**src/rtl/inst_responder.sv**
```systemverilog
// Core-side responder: tracks controller instruction words and returns burst/load/exec/drain status.
// Optional protocol checker is built when PROTO_CHECK_EN is defined; otherwise proto_err is tied low.
module inst_responder #(
    parameter int Q_DEPTH     = 8,
    parameter int K_DEPTH     = 8,
    parameter int LD_CYCLES   = 9,
    parameter int EXEC_CYCLES = 8,
    parameter int OUT_LAT     = 4,
    parameter int P_DEPTH     = 8
) (
    input  logic        clk,
    input  logic        reset,
    input  logic [19:0] inst,
    output logic        q_full,
    output logic        k_full,
    output logic        ld_done,
    output logic        exec_done,
    output logic        out_wr,
    output logic        p_full,
    output logic [2:0]  phase,
    output logic        proto_err
);

    // state | meaning
    // IDLE  | instruction bus quiet for two cycles
    // QW    | qmem write burst
    // KW    | kmem write burst
    // LD    | array load
    // EX    | execute
    // DRAIN | ofifo results pending
    // PW    | pmem write / ofifo read
    // SFP   | special-function control active
    typedef enum logic [2:0] {
        IDLE  = 3'd0,
        QW    = 3'd1,
        KW    = 3'd2,
        LD    = 3'd3,
        EX    = 3'd4,
        DRAIN = 3'd5,
        PW    = 3'd6,
        SFP   = 3'd7
    } phase_t;

    localparam logic [4:0] Q_LIM   = 5'(Q_DEPTH);
    localparam logic [4:0] K_LIM   = 5'(K_DEPTH);
    localparam logic [4:0] P_LIM   = 5'(P_DEPTH);
    localparam logic [4:0] LD_LIM  = 5'(LD_CYCLES);
    localparam logic [4:0] EX_LIM  = 5'(EXEC_CYCLES);
    localparam logic [4:0] LAT_LD  = 5'(OUT_LAT);
    localparam logic [4:0] CNT_MAX = 5'd31;

    function automatic logic [4:0] sat_inc(input logic [4:0] v, input logic [4:0] lim);
        return (v >= lim) ? v : v + 5'd1;
    endfunction

    // A rising write strobe restarts the burst with this cycle counted as word one.
    function automatic logic [4:0] burst_next(input logic [4:0] cnt, input logic wr,
                                              input logic rise, input logic [4:0] lim);
        if (rise)
            return 5'd1;
        else if (wr)
            return sat_inc(cnt, lim);
        else
            return cnt;
    endfunction

    logic [19:0] prev_inst;
    logic [4:0]  q_cnt, k_cnt, p_cnt, ld_cnt, ex_cnt, lat_cnt;
    logic [4:0]  q_cnt_nx, k_cnt_nx, p_cnt_nx, ld_cnt_nx, ex_cnt_nx, lat_cnt_nx;
    logic        q_rise, k_rise, p_wr, p_rise, ex_rise, ex_fall;
    logic        out_wr_nx, lat_done;
    phase_t      state, state_nx;
    logic        unused_bits;

    assign unused_bits = ^{inst[15:8], inst[5], inst[3], inst[1]};

    assign q_rise  = inst[4] & ~prev_inst[4];
    assign k_rise  = inst[2] & ~prev_inst[2];
    assign p_wr    = inst[0] & inst[16];
    assign p_rise  = p_wr & ~(prev_inst[0] & prev_inst[16]);
    assign ex_rise = inst[7] & ~prev_inst[7];
    assign ex_fall = ~inst[7] & prev_inst[7];

    assign q_cnt_nx  = burst_next(q_cnt, inst[4], q_rise, Q_LIM);
    assign k_cnt_nx  = burst_next(k_cnt, inst[2], k_rise, K_LIM);
    assign p_cnt_nx  = burst_next(p_cnt, p_wr, p_rise, P_LIM);
    assign ld_cnt_nx = inst[6] ? sat_inc(ld_cnt, CNT_MAX) : 5'd0;
    assign ex_cnt_nx = inst[7] ? sat_inc(ex_cnt, CNT_MAX) : 5'd0;

    always_comb begin
        lat_cnt_nx = lat_cnt;
        lat_done   = 1'b0;
        if (ex_rise) begin
            lat_cnt_nx = 5'd0;
        end else if (ex_fall) begin
            lat_cnt_nx = LAT_LD;
        end else if (lat_cnt != 5'd0) begin
            lat_cnt_nx = lat_cnt - 5'd1;
            lat_done   = (lat_cnt == 5'd1);
        end
        // ofifo read takes precedence over a countdown finishing in the same cycle
        if (inst[16])
            out_wr_nx = 1'b0;
        else if (lat_done)
            out_wr_nx = 1'b1;
        else
            out_wr_nx = out_wr;
    end

    always_ff @(posedge clk) begin
        if (!reset) begin
            prev_inst <= '0;
            q_cnt     <= '0;
            k_cnt     <= '0;
            p_cnt     <= '0;
            ld_cnt    <= '0;
            ex_cnt    <= '0;
            lat_cnt   <= '0;
            q_full    <= 1'b0;
            k_full    <= 1'b0;
            p_full    <= 1'b0;
            ld_done   <= 1'b0;
            exec_done <= 1'b0;
            out_wr    <= 1'b0;
        end else begin
            prev_inst <= inst;
            q_cnt     <= q_cnt_nx;
            k_cnt     <= k_cnt_nx;
            p_cnt     <= p_cnt_nx;
            ld_cnt    <= ld_cnt_nx;
            ex_cnt    <= ex_cnt_nx;
            lat_cnt   <= lat_cnt_nx;
            q_full    <= ~q_rise & (q_cnt_nx == Q_LIM);
            k_full    <= ~k_rise & (k_cnt_nx == K_LIM);
            p_full    <= ~p_rise & (p_cnt_nx == P_LIM);
            ld_done   <= inst[6] & (ld_cnt_nx >= LD_LIM);
            exec_done <= inst[7] & (ex_cnt_nx >= EX_LIM);
            out_wr    <= out_wr_nx;
        end
    end

    always_ff @(posedge clk) begin
        if (!reset)
            state <= IDLE;
        else
            state <= state_nx;
    end

    always_comb begin
        state_nx = state;
        if (inst == 20'd0 && prev_inst == 20'd0)
            state_nx = IDLE;
        else if (inst[19:17] != 3'd0)
            state_nx = SFP;
        else if (inst[16])
            state_nx = PW;
        else if (out_wr || lat_cnt != 5'd0)
            state_nx = DRAIN;
        else if (inst[7])
            state_nx = EX;
        else if (inst[6])
            state_nx = LD;
        else if (inst[2])
            state_nx = KW;
        else if (inst[4])
            state_nx = QW;
    end

    assign phase = state;

`ifdef PROTO_CHECK_EN
    logic [4:0] q_run;
    logic       viol;

    // q_run counts consecutive qmem write cycles independently of the burst counter
    always_comb begin
        viol = (inst[4] & inst[5]) | (inst[2] & inst[3]) | (inst[0] & inst[1]) |
               (inst[6] & inst[7]) |
               ((inst[19] & inst[18]) | (inst[19] & inst[17]) | (inst[18] & inst[17])) |
               (inst[4] & (q_run >= Q_LIM));
    end

    always_ff @(posedge clk) begin
        if (!reset) begin
            q_run     <= '0;
            proto_err <= 1'b0;
        end else begin
            q_run     <= inst[4] ? sat_inc(q_run, CNT_MAX) : 5'd0;
            proto_err <= proto_err | viol;
        end
    end
`else
    assign proto_err = 1'b0;
`endif

endmodule

```
**config.mk**
```make
export PLATFORM = sky130hd
export DESIGN_NAME = inst_responder
export DESIGN_NICKNAME = d
export VERILOG_FILES = /design/src/rtl/inst_responder.sv
export SDC_FILE = /design/constraint.sdc
export NUM_CORES = 1
export LEC_CHECK = 0
export ABC_CLOCK_PERIOD_IN_PS = 2660
export CORE_ASPECT_RATIO = 1.4
export CORE_MARGIN = 5
export CORE_UTILIZATION = 55
export CTS_CLUSTER_DIAMETER = 150
export DETAILED_ROUTE_END_ITERATION = 8
export PLACE_DENSITY = 0.77
export SYNTH_ARGS = -nofsm -noshare
export SYNTH_HDL_FRONTEND = slang
export SYNTH_SLANG_ARGS = --single-unit
export TNS_END_PERCENT = 10
```
**constraint.sdc**
```tcl
create_clock -name clk -period 2.66 [get_ports clk]
set_clock_uncertainty 0.2 [all_clocks]
set_input_delay 0.532 -clock clk [delete_from_list [all_inputs] [get_ports clk]]
set_output_delay 0.532 -clock clk [all_outputs]
set_load 0.01 [all_outputs]
```
=== Yosys cells after proc, flatten, opt, wreduce, memory -nomap -nowiden ===
Index checks and enable logic that the tools add are counted.

* $add $sub $neg: 6
* Order comparisons: 7
* Eq/ne operators: 4
* Muxes and demuxes: 25
* Bitwise gates (word level): 21
* Reductions and logical operators: 12

{| class="wikitable"
|+ Operators by type and width
! cell !! number
|-
| 5-bit 2-to-1 mux || 13
|-
| 20-bit zero test || 2
|-
| 3-bit 2-to-1 mux || 9
|-
| 5-bit by 1-bit adder with 5-bit output, second input constant || 5
|-
| 5-bit by 4-bit greater-or-equal comparator with 1-bit output, second input constant || 5
|-
| 5-bit by 4-bit equality test with 1-bit output, second input constant || 3
|-
| 1-bit AND || 12
|-
| 5-bit greater-or-equal comparator, second input constant || 2
|-
| 1-bit inverter || 9
|-
| 7-bit nonzero test || 1
|-
| 2-bit OR reduction || 3
|-
| 5-bit by 1-bit equality test with 1-bit output, second input constant || 1
|-
| 5-bit nonzero test || 1
|-
| 5-bit by 1-bit subtractor with 5-bit output, second input constant || 1
|-
| 1-bit 2-to-1 mux || 3
|-
| 3-bit nonzero test || 1
|-
| 3-bit OR reduction || 1
|-
| 2-bit nonzero test || 1
|-
| 1-bit logical AND || 1
|-
| 1-bit logical OR || 1
|}

* Register bits: 59
* Input port bits: 22
* Logic and storage cells: 90

=== Depth between registers and ports, before layout ===
Gate-level depths: netlist of run 1.

* Word-level depth: 7
* Gate-level depth with buffers: 8

=== Least setup slack after synthesis of run 1 ===
OpenSTA, ideal clock, no wires.

* Path kind: register to register
* Start: reg ld_cnt[0]
* End: reg ld_done
* Data arrival time: 1704 ps
* Required time: 2331 ps
* Setup slack: 627 ps
* Stages on the path, launching flop included: 9
* Path buffers: 1
* Cells stage by stage: dfxtp_1 ha_1 and3_1 ha_1 clkbuf_1 nand4b_1 mux2_2 o21ai_0 a311oi_1

* Word-level cells in the longest chain between the ends: 5
* Elaborated cells between the ends (all ways): 6
* Classes of those cells: 1 x add/sub; 2 x order compare; 2 x mux; 1 x bitwise

{| class="wikitable"
|+ Ends and longest elaborated chain
! what !! RTL line !! source
|-
| from (decl) || 68 || <nowiki>logic [4:0] q_cnt, k_cnt, p_cnt, ld_cnt, ex_cnt, lat_cnt;</nowiki>
|-
| from (signal assigned) || 130 || <nowiki>ld_cnt <= ld_cnt_nx;</nowiki>
|-
| 5-bit by 1-bit adder with 5-bit output / 5-bit greater-or-equal comparator (equally long branches) || 53 || <nowiki>return (v >= lim) ? v : v + 5'd1;</nowiki>
|-
| 5-bit 2-to-1 mux (*) || 53 ||
|-
| 5-bit 2-to-1 mux (*) || 87 || <nowiki>assign ld_cnt_nx = inst[6] ? sat_inc(ld_cnt, CNT_MAX) : 5'd0;</nowiki>
|-
| 5-bit by 4-bit greater-or-equal comparator with 1-bit output (*) || 136 || <nowiki>ld_done <= inst[6] & (ld_cnt_nx >= LD_LIM);</nowiki>
|-
| 1-bit AND (*) || 136 ||
|-
| to (signal assigned) || 136 ||
|-
| to (decl) || 16 || <nowiki>output logic ld_done,</nowiki>
|}

Every way passes the cells marked *; elsewhere a longest branch is shown, timed or not.
A chain may end at the register's enable or synchronous reset.

=== Final worst setup path of run 1 ===
Ends and elaborated chain as after synthesis.

==> results.toml, run 1 <==
[clock_tree]
cts.sinks = 59
clkLatencyLatePin_ps = 330
cts_root_buffer = "clkbuf_8"
cts_tree = "done"
cts_setup_buffers = 0
post_cts_resized = 0
clk_transition_reported_paths_ps = 60
ctsHoldBuffers = 0
htreeDepth = 3
numCtsBuffers = 9
clock_tree.buffer_depth = 2

[finish]
mostFrequentLayoutCells = "dfxtp_1 (59), clkdlybuf4s50_1 (30), nor2_1 (29)"
stdcell_area_mm2 = 0.00324
fin_nets = 362
syn2layout_area_growth_pct = 21.9
layout_commonest_cell = "dfxtp_1"
antenna_cells = 0
drive_gt1_share_pct = 8.43

[grt]
grt_usage_pct = 18.8
grt.overflow.total = 0
grt_max_degree = 20
first_global_vias = 2121
grt_pass1_wl_mm = 9.07
antenna_found_initial = 0

[critical_path]
worstReg2RegEnd = "ld_done"
cp-endpoint = "ld_done"
path_max_fanout = 7
worstPathArrival_ps = 2140
crit_type = "register to register"
end_kind = "register"
r2r-start = "ld_cnt[0]"
slowest_delay_ps = 420
r2r_setup_slack_ps = 530
reg2reg_depth = 7
start_kind = "register"
cpMostUsedCell = "ha_1"
worstPathRequired_ps = 2670
crit_chain = "ha_1 -> and3_1 -> ha_1 -> nand4b_1 -> mux2_2 -> o21ai_0 -> a311oi_1"
crit_start = "ld_cnt[0]"
slowest_stage = "dfxtp_1"

[floorplan]
rows = 30
start_util_pct = 55.7
num_io_pins = 32
dieArea_mm2 = 0.00634
die_w_um = 68.7
die_h_um = 92.2
core_mm2 = 0.00477

[run_status]
status = "completed"

[drt]
drc = 0
drt_iter0_markers = 73
avgRoutedWirePerCell_um = 13.5
avgViaCountPerCell = 5.43
final_antenna_net_count = 0
wl_mm = 5.36
vias = 2152
drt_pass1_iterations = 4

[power_and_ir_drop]
p_total_mw = 1.97
power.density_mw_per_mm2 = 608
ir_drop_v = 0.000557
power.leakage_nw = 1.30

[logic_synthesis]
seq_area_frac_synth_pct = 44.5
synth_area_leaders = "dfxtp_1 (44%), ha_1 (5.7%), and2_1 (4.7%), nor2_1 (4.1%), inv_1 (3.0%)"
synthCells = 290
synth-edff-count = 0
synth.avg_cell_area_um2 = 9.16
ys.flop_type = "dfxtp_1"
yosysTopAreaCellShare_pct = 44.5
synth_top_area_cell = "dfxtp_1"
syn_nets = 324
synth.distinct_cells = 49
mappedNetlistArea_mm2 = 0.00266
postSynth.asyncResetShare_pct = 0
ys_warn_count = 0
ys_seq_elements = 59

[run]
drv_cap = 0

[timing]
setup_slack_ps = 531
finalHoldViolCount = 0
setup-tns-final_ps = 0
drv_slew = 0
rsz0062_at_grt = "false"
setup_viol = 0
period_share_pct = 80.0
max_freq_ghz = 0.470
whs_ps = 271
min_period_ps = 2130

[worst_hold_path]
holdPathStages = 2
hp-class = "register to register"

[placement]
dp_hpwl_mm = 4.08
io_buffer_count = 30
pre_cts_ws_ps = 242
gp_congestion = 0.772
dpl_cell_area_mm2 = 0.00304
-- layer usage --
metal,global-route usage (%),wire (um)
met2,32.9,2860
met3,4.17,172
met1,20.0,2220
met5,0,0
met4,10.2,102
-- logic make-up (layout without fill, tap and decap cells) --
family	count (synthesis)	count (layout)	share of synthesized area, %
xor gates and xnor gates	9	9	2.97
buffers and inverters	30	72	4.43
AOI/OAI and AO/OA	51	51	12.9
muxes	8	8	3.11
adders and majority gates	13	13	6.03
and+or+nand+nor	119	119	26.0
DFF	59	59	44.5
other	1	1	0.141
-- synth_stat cells (all sizes together), types with 2 or more instances --
library cell,instances
dfxtp,59
nor2,29
inv,21
and2,20
nand2,14
ha,12
o21ai,12
nor4,10
a21oi,8
clkbuf,7
a21boi,6
and3,6
mux2i,6
nand2b,6
nor3,6
xnor2,6
a31oi,5
nand4,4
nor3b,4
a211oi,3
nand3b,3
nand4b,3
nor2b,3
o31ai,3
xor2,3
a22o,2
a22oi,2
a311oi,2
a41oi,2
and4,2
and4b,2
and4bb,2
buf,2
mux2,2
nand3,2
-- where the power goes --
group	leakage, nW	total (mW)	switching, mW	internal (mW)
logic	0.715	0.221	0.108	0.113
clock network	0.0995	0.797	0.319	0.478
registers	0.484	0.949	0.0298	0.919
-- through the flow --
stage | cells | utilization [%]
final | 396 | 67.9
after global routing | 396 | 67.9
after CTS | 396 | 67.9
after detailed placement | 381 | 63.8
after global placement | 381 | 63.8
after floorplan | 290 | -
-- how the worst min path moves through the flow --
stage	from	end	slack (ps)
after CTS	lat_cnt[4]	lat_cnt[4]	260
after floorplan	lat_cnt[4]	lat_cnt[4]	230
after global routing	lat_cnt[4]	lat_cnt[4]	290
after detailed placement	lat_cnt[4]	lat_cnt[4]	260
final	lat_cnt[4]	lat_cnt[4]	270
after global placement	lat_cnt[4]	lat_cnt[4]	250
-- layout make-up --
cell class	instances	area (um^2)
Fill cell	433	1530
Multi-Input combinational cell	201	1360
Sequential cell	59	1180
Timing Repair Buffer	36	345
Clock buffer	13	159
Tap cell	64	80.1
Inverter	21	78.8
Clock inverter	2	35.0
-- flip-flops by register name (all words and copies together) (netlist names) --
register   flops
prev_inst     20
ex_cnt         5
k_cnt          5
lat_cnt        5
ld_cnt         5
p_cnt          5
q_cnt          5
phase          3
exec_done      1
k_full         1
ld_done        1
out_wr         1
p_full         1
q_full         1
-- worst max-delay path: cells and delay by family, from the launching register on --
kind                     cells  cell delay, ps
multiplexers                 1             340
AO/OA/AOI/OAI                2             200
AND/OR/NAND/NOR              2             340
flip-flops                   1             420
adder cells (fa/ha/maj)      2             510
No activity file was read; power rests on OpenSTA's default activity.
==> inputs of run 2 (changes only) <==
--- a/config.mk
+++ b/config.mk
@@ -5,7 +5,7 @@
 export SDC_FILE = /design/constraint.sdc
 export NUM_CORES = 1
 export LEC_CHECK = 0
-export ABC_CLOCK_PERIOD_IN_PS = 2660
+export ABC_CLOCK_PERIOD_IN_PS = 2200
 export CORE_ASPECT_RATIO = 1.4
 export CORE_MARGIN = 5
 export CORE_UTILIZATION = 55
==> constraint.sdc (replaced) <==
create_clock -name clk -period 2.2 [get_ports clk]
set_clock_uncertainty 0.2 [all_clocks]
set_input_delay 0.44 -clock clk [delete_from_list [all_inputs] [get_ports clk]]
set_output_delay 0.44 -clock clk [all_outputs]
set_load 0.01 [all_outputs]
==> run 2 against run 1 <==
First-iteration DRC count unchanged. Critical endpoint is now phase[0]. Largest cell class unchanged. Worst hold slack worse by 4.6 ps. Count of clock-buffer cells in the layout down 2. Sequential share of layout area down 1.1 points. Clock power up 48%. Critical path depth down 1. Cell count up 1.5%. Global-route usage up 1.2 points. Critical path type unchanged.
==> results.toml, run 2 (synthesized netlist as in run 1, its figures left out) <==
[grt]
grt_pass1_wl_mm = 9.54
first_global_vias = 2159
grt_usage_pct = 20.0
antenna_found_initial = 0
grt.overflow.total = 0
grt_max_degree = 38

[critical_path]
slowest_delay_ps = 610
crit_type = "register to register"
end_kind = "register"
start_kind = "register"
worstPathRequired_ps = 2200
worstPathArrival_ps = 2060
r2r_setup_slack_ps = 140
path_max_fanout = 6
crit_chain = "inv_1 -> ha_1 -> or4b_1 -> nor3_4 -> and4b_1 -> a211oi_1"
cp_num_buf_inv = 1
slowest_stage = "or4b_1"
cpLargestDelayFamily = "simple AND/OR/NAND/NOR gates"

[timing]
whs_ps = 266
period_share_pct = 93.5
min_period_ps = 2060
rsz0062_at_grt = "false"
setup_viol = 0
max_freq_ghz = 0.486
drv_slew = 0
finalHoldViolCount = 0

[finish]
antenna_cells = 0
layout_commonest_cell = "dfxtp_1"
multi_input_area_mm2 = 0.00136
regArea_mm2 = 0.00118
fin_nets = 367
syn2layout_area_growth_pct = 25.5
largest_reg_flops = 20
stdcell_count = 402
largest-register = "prev_inst"
drive_gt1_share_pct = 10.4
mostFrequentLayoutCells = "dfxtp_1 (59), clkdlybuf4s50_1 (30), nor2_1 (29)"
fillerInstances = 402
post-route-util_pct = 69.9

[clock_tree]
ctsHoldBuffers = 0
numCtsBuffers = 9
cts.sinks = 59
htreeDepth = 3
clkLatencyLatePin_ps = 330
cts_tree = "done"
cts_setup_buffers = 0
cts_root_buffer = "clkbuf_8"
clk_transition_reported_paths_ps = 60
post_cts_resized = 0
clock_tree.buffer_depth = 2

[power_and_ir_drop]
power.leakage_nw = 1.35
ir_drop_v = 0.000609
power.density_mw_per_mm2 = 779

[drt]
vias = 2170
final_antenna_net_count = 0
avgRoutedWirePerCell_um = 13.9
drt_iter0_markers = 73
drt_pass1_iterations = 4
drc = 0
avgViaCountPerCell = 5.40
wl_mm = 5.57

[floorplan]
die_h_um = 92.2
rows = 30
dieArea_mm2 = 0.00634
die_w_um = 68.7
start_util_pct = 55.7
num_io_pins = 32
core_mm2 = 0.00477

[worst_hold_path]
hp-class = "register to register"

[placement]
dp_hpwl_mm = 4.18
gp_congestion = 0.788
dp.cells = 386
io_buffer_count = 30

[run_status]
status = "completed"

[run]
drv_cap = 0
-- run 2: cell types whose count changed in the layout (fill, tap and decap cells not counted), sizes merged --
cell	change
clkbuf	-2
bufinv	+2
clkinv	+1
buf	+5
-- run 2: final timing paths --
check,from,end,cells after the start
max,lat_cnt[1],phase[0],6
min,lat_cnt[4],lat_cnt[4],2
max reg2reg,lat_cnt[1],phase[0],6
min reg2reg,lat_cnt[4],lat_cnt[4],2
-- run 2: layout make-up --
class | instances | share of cell area, %
multi-input combinational | 201 | 40.7
sequential | 59 | 35.4
timing repair buffer | 41 | 11.9
clock buffer | 11 | 4.24
clock inverter | 5 | 3.00
tap | 64 | 2.40
inverter | 21 | 2.36
-- run 2: power by group --
part | internal, mW | switching, mW | leakage (nW)
combinational | 0.143 | 0.133 | 0.745
clock | 0.779 | 0.396 | 0.123
sequential | 1.11 | 0.0363 | 0.484
-- run 2: metal layers --
layer  share of wire, %  vias up  track usage [%]
met5                  0        -                0
met4                1.5        0             8.29
met1                 38     1019             20.8
met2                 56       45             35.8
li1                   -     1098                -
met3                4.6        8             5.88
-- run 2: stage by stage --
step | worst slack (ps) | setup TNS (ps) | instance area (um^2) | power, mW
finish | 143 | 0 | 3330 | 2.60
global route | 2.72 | 0 | 3330 | 2.71
CTS | 143 | 0 | 3330 | 2.62
detailed placement | -13.6 | -13.6 | 3090 | 1.44
global placement | 40.1 | 0 | 3090 | 1.44
floorplan | 167 | 0 | 2660 | 1.34
-- run 2: tightest hold or removal path, stage by stage, from the launching register on --
cell     delay, ps
dfxtp_1        330
nand2_1         60
nor2_1          30
==> inputs of run 3 (changes only) <==
--- a/config.mk
+++ b/config.mk
@@ -12,6 +12,7 @@
 export CTS_CLUSTER_DIAMETER = 150
 export DETAILED_ROUTE_END_ITERATION = 8
 export PLACE_DENSITY = 0.77
+export REMOVE_ABC_BUFFERS = 1
 export SYNTH_ARGS = -nofsm -noshare
 export SYNTH_HDL_FRONTEND = slang
 export SYNTH_SLANG_ARGS = --single-unit
==> run 3 against run 2 <==
Non-clock buffer count is 1 higher. Wire length is 6.3% lower. Sequential cell count unchanged. Core utilization is 0.31 points lower. Critical path type unchanged.
==> results.toml, run 3 (synthesized netlist as in run 1, its figures left out) <==
[run_status]
status = "completed"

[timing]
rsz0062_at_grt = "false"
min_period_ps = 2070
setup-tns-final_ps = 0
drv_slew = 0
finalHoldViolCount = 0
setup_viol = 0
period_share_pct = 94.2
max_freq_ghz = 0.482

[clock_tree]
htreeDepth = 3
numCtsBuffers = 9
clkLatencyLatePin_ps = 330
cts_tree = "done"
ctsHoldBuffers = 0
clk_transition_reported_paths_ps = 70
cts_setup_buffers = 0
cts_root_buffer = "clkbuf_8"
cts.sinks = 59
post_cts_resized = 0
clock_tree.buffer_depth = 2

[power_and_ir_drop]
p_sw_uw = 567
power.density_mw_per_mm2 = 750
power.leakage_nw = 1.34
ir_drop_v = 0.000440
switching_share_pct = 22.8
clockPowerShare_pct = 43.1
p_seq_share_pct = 46.0
internal_power_mw = 1.92
comb_power_share_pct = 10.9

[grt]
first_global_vias = 2075
grt.overflow.total = 0
antenna_found_initial = 0
grt_max_degree = 38
grt_usage_pct = 18.2
grt_pass1_wl_mm = 8.76

[finish]
mostFrequentLayoutCells = "dfxtp_1 (59), clkdlybuf4s50_1 (30), nor2_1 (29)"
largest_reg_flops = 20
post-route-util_pct = 69.6
fin_nets = 368
layout_commonest_cell = "dfxtp_1"
drive_gt1_share_pct = 10.3
largest-register = "prev_inst"
syn2layout_area_growth_pct = 25.0
antenna_cells = 0

[critical_path]
worstPathArrival_ps = 2100
crit_type = "register to register"
worstReg2RegEnd = "ld_done"
end_kind = "register"
path_max_fanout = 6
r2r-start = "ld_cnt[1]"
reg2reg_depth = 7
worstPathRequired_ps = 2230
start_kind = "register"
r2r_setup_slack_ps = 130

[floorplan]
die_w_um = 68.7
core_mm2 = 0.00477
num_io_pins = 32
start_util_pct = 55.7
die_h_um = 92.2
dieArea_mm2 = 0.00634
rows = 30

[worst_hold_path]
hold_path_end = "lat_cnt[4]"
holdPathStages = 2
min-delay-start = "lat_cnt[4]"
hp-class = "register to register"

[placement]
dp_hpwl_mm = 3.79
io_buffer_count = 30
gp_congestion = 0.840

[drt]
avgViaCountPerCell = 5.37
vias = 2166
wl_mm = 5.22
drt_iter0_markers = 96
avgRoutedWirePerCell_um = 13.0
final_antenna_net_count = 0
drt_pass1_iterations = 4
drc = 0

[run]
drv_cap = 0
-- run 3: changes by cell type in the layout (fill, tap and decap cells not counted) --
| cell | previous run | this run |
|---|---|---|
| bufinv_16 | 3 | 2 |
| clkinv_2 | 2 | 1 |
| clkinv_4 | 0 | 1 |
| buf_4 | 10 | 11 |
| clkbuf_1 | 1 | 2 |
-- run 3: how the worst max path moves through the flow --
stage,from,end,cells past startpoint,slack [ps]
6_report,ld_cnt[1],ld_done,7,130
5_1_grt,ld_cnt[1],ld_done,7,30
4_1_cts,ld_cnt[1],ld_done,7,110
3_5_place_dp,inst[11],phase[0],5,30
3_3_place_gp,inst[11],phase[0],5,40
2_1_floorplan,ld_cnt[0],ld_done,7,260
-- run 3: per-stage QoR --
stage / setup WS [ps] / instance area (um^2) / instances / power (mW) / hold WS [ps]
floorplan: 264 / 2620 / 281 / 1.32 / 231
global placement: 40.0 / 3100 / 387 / 1.44 / 244
detailed placement: 33.3 / 3100 / 387 / 1.44 / 249
CTS: 109 / 3320 / 403 / 2.51 / 259
global route: 26.9 / 3320 / 403 / 2.61 / 289
finish: 127 / 3320 / 403 / 2.49 / 258
-- run 3: layout make-up --
type / instances / area [um^2]
clock buffers: 12 / 145
clock inverters: 4 / 73.8
fillers: 399 / 1450
inverters: 21 / 78.8
multi-input cells: 201 / 1360
flip-flops and latches: 59 / 1180
well taps: 64 / 80.1
repair buffers: 42 / 403
-- run 3: power groups by stage --
stage                     sequential, mW  clock, mW  combinational [mW]
final                               1.15       1.07               0.271
after global routing                1.15       1.15               0.307
after CTS                           1.15       1.09               0.275
after detailed placement            1.17          0               0.272
after global placement              1.17          0               0.269
after floorplan                     1.16          0               0.160
-- run 3: worst max-delay path: stages (launching register included) --
cell,delay [ps]
dfxtp_1,360
ha_1,200
and3_1,180
ha_1,210
nand4b_1,190
mux2_2,250
o21ai_0,70
a311oi_1,300
-- run 3: per-layer routing --
layer	track usage [%]	part of all wire [%]	vias up
li1	-	-	1105
met1	20.7	40	1014
met2	30.4	53	37
met3	5.15	4.7	10
met4	8.62	2.3	0
met5	0	0	-
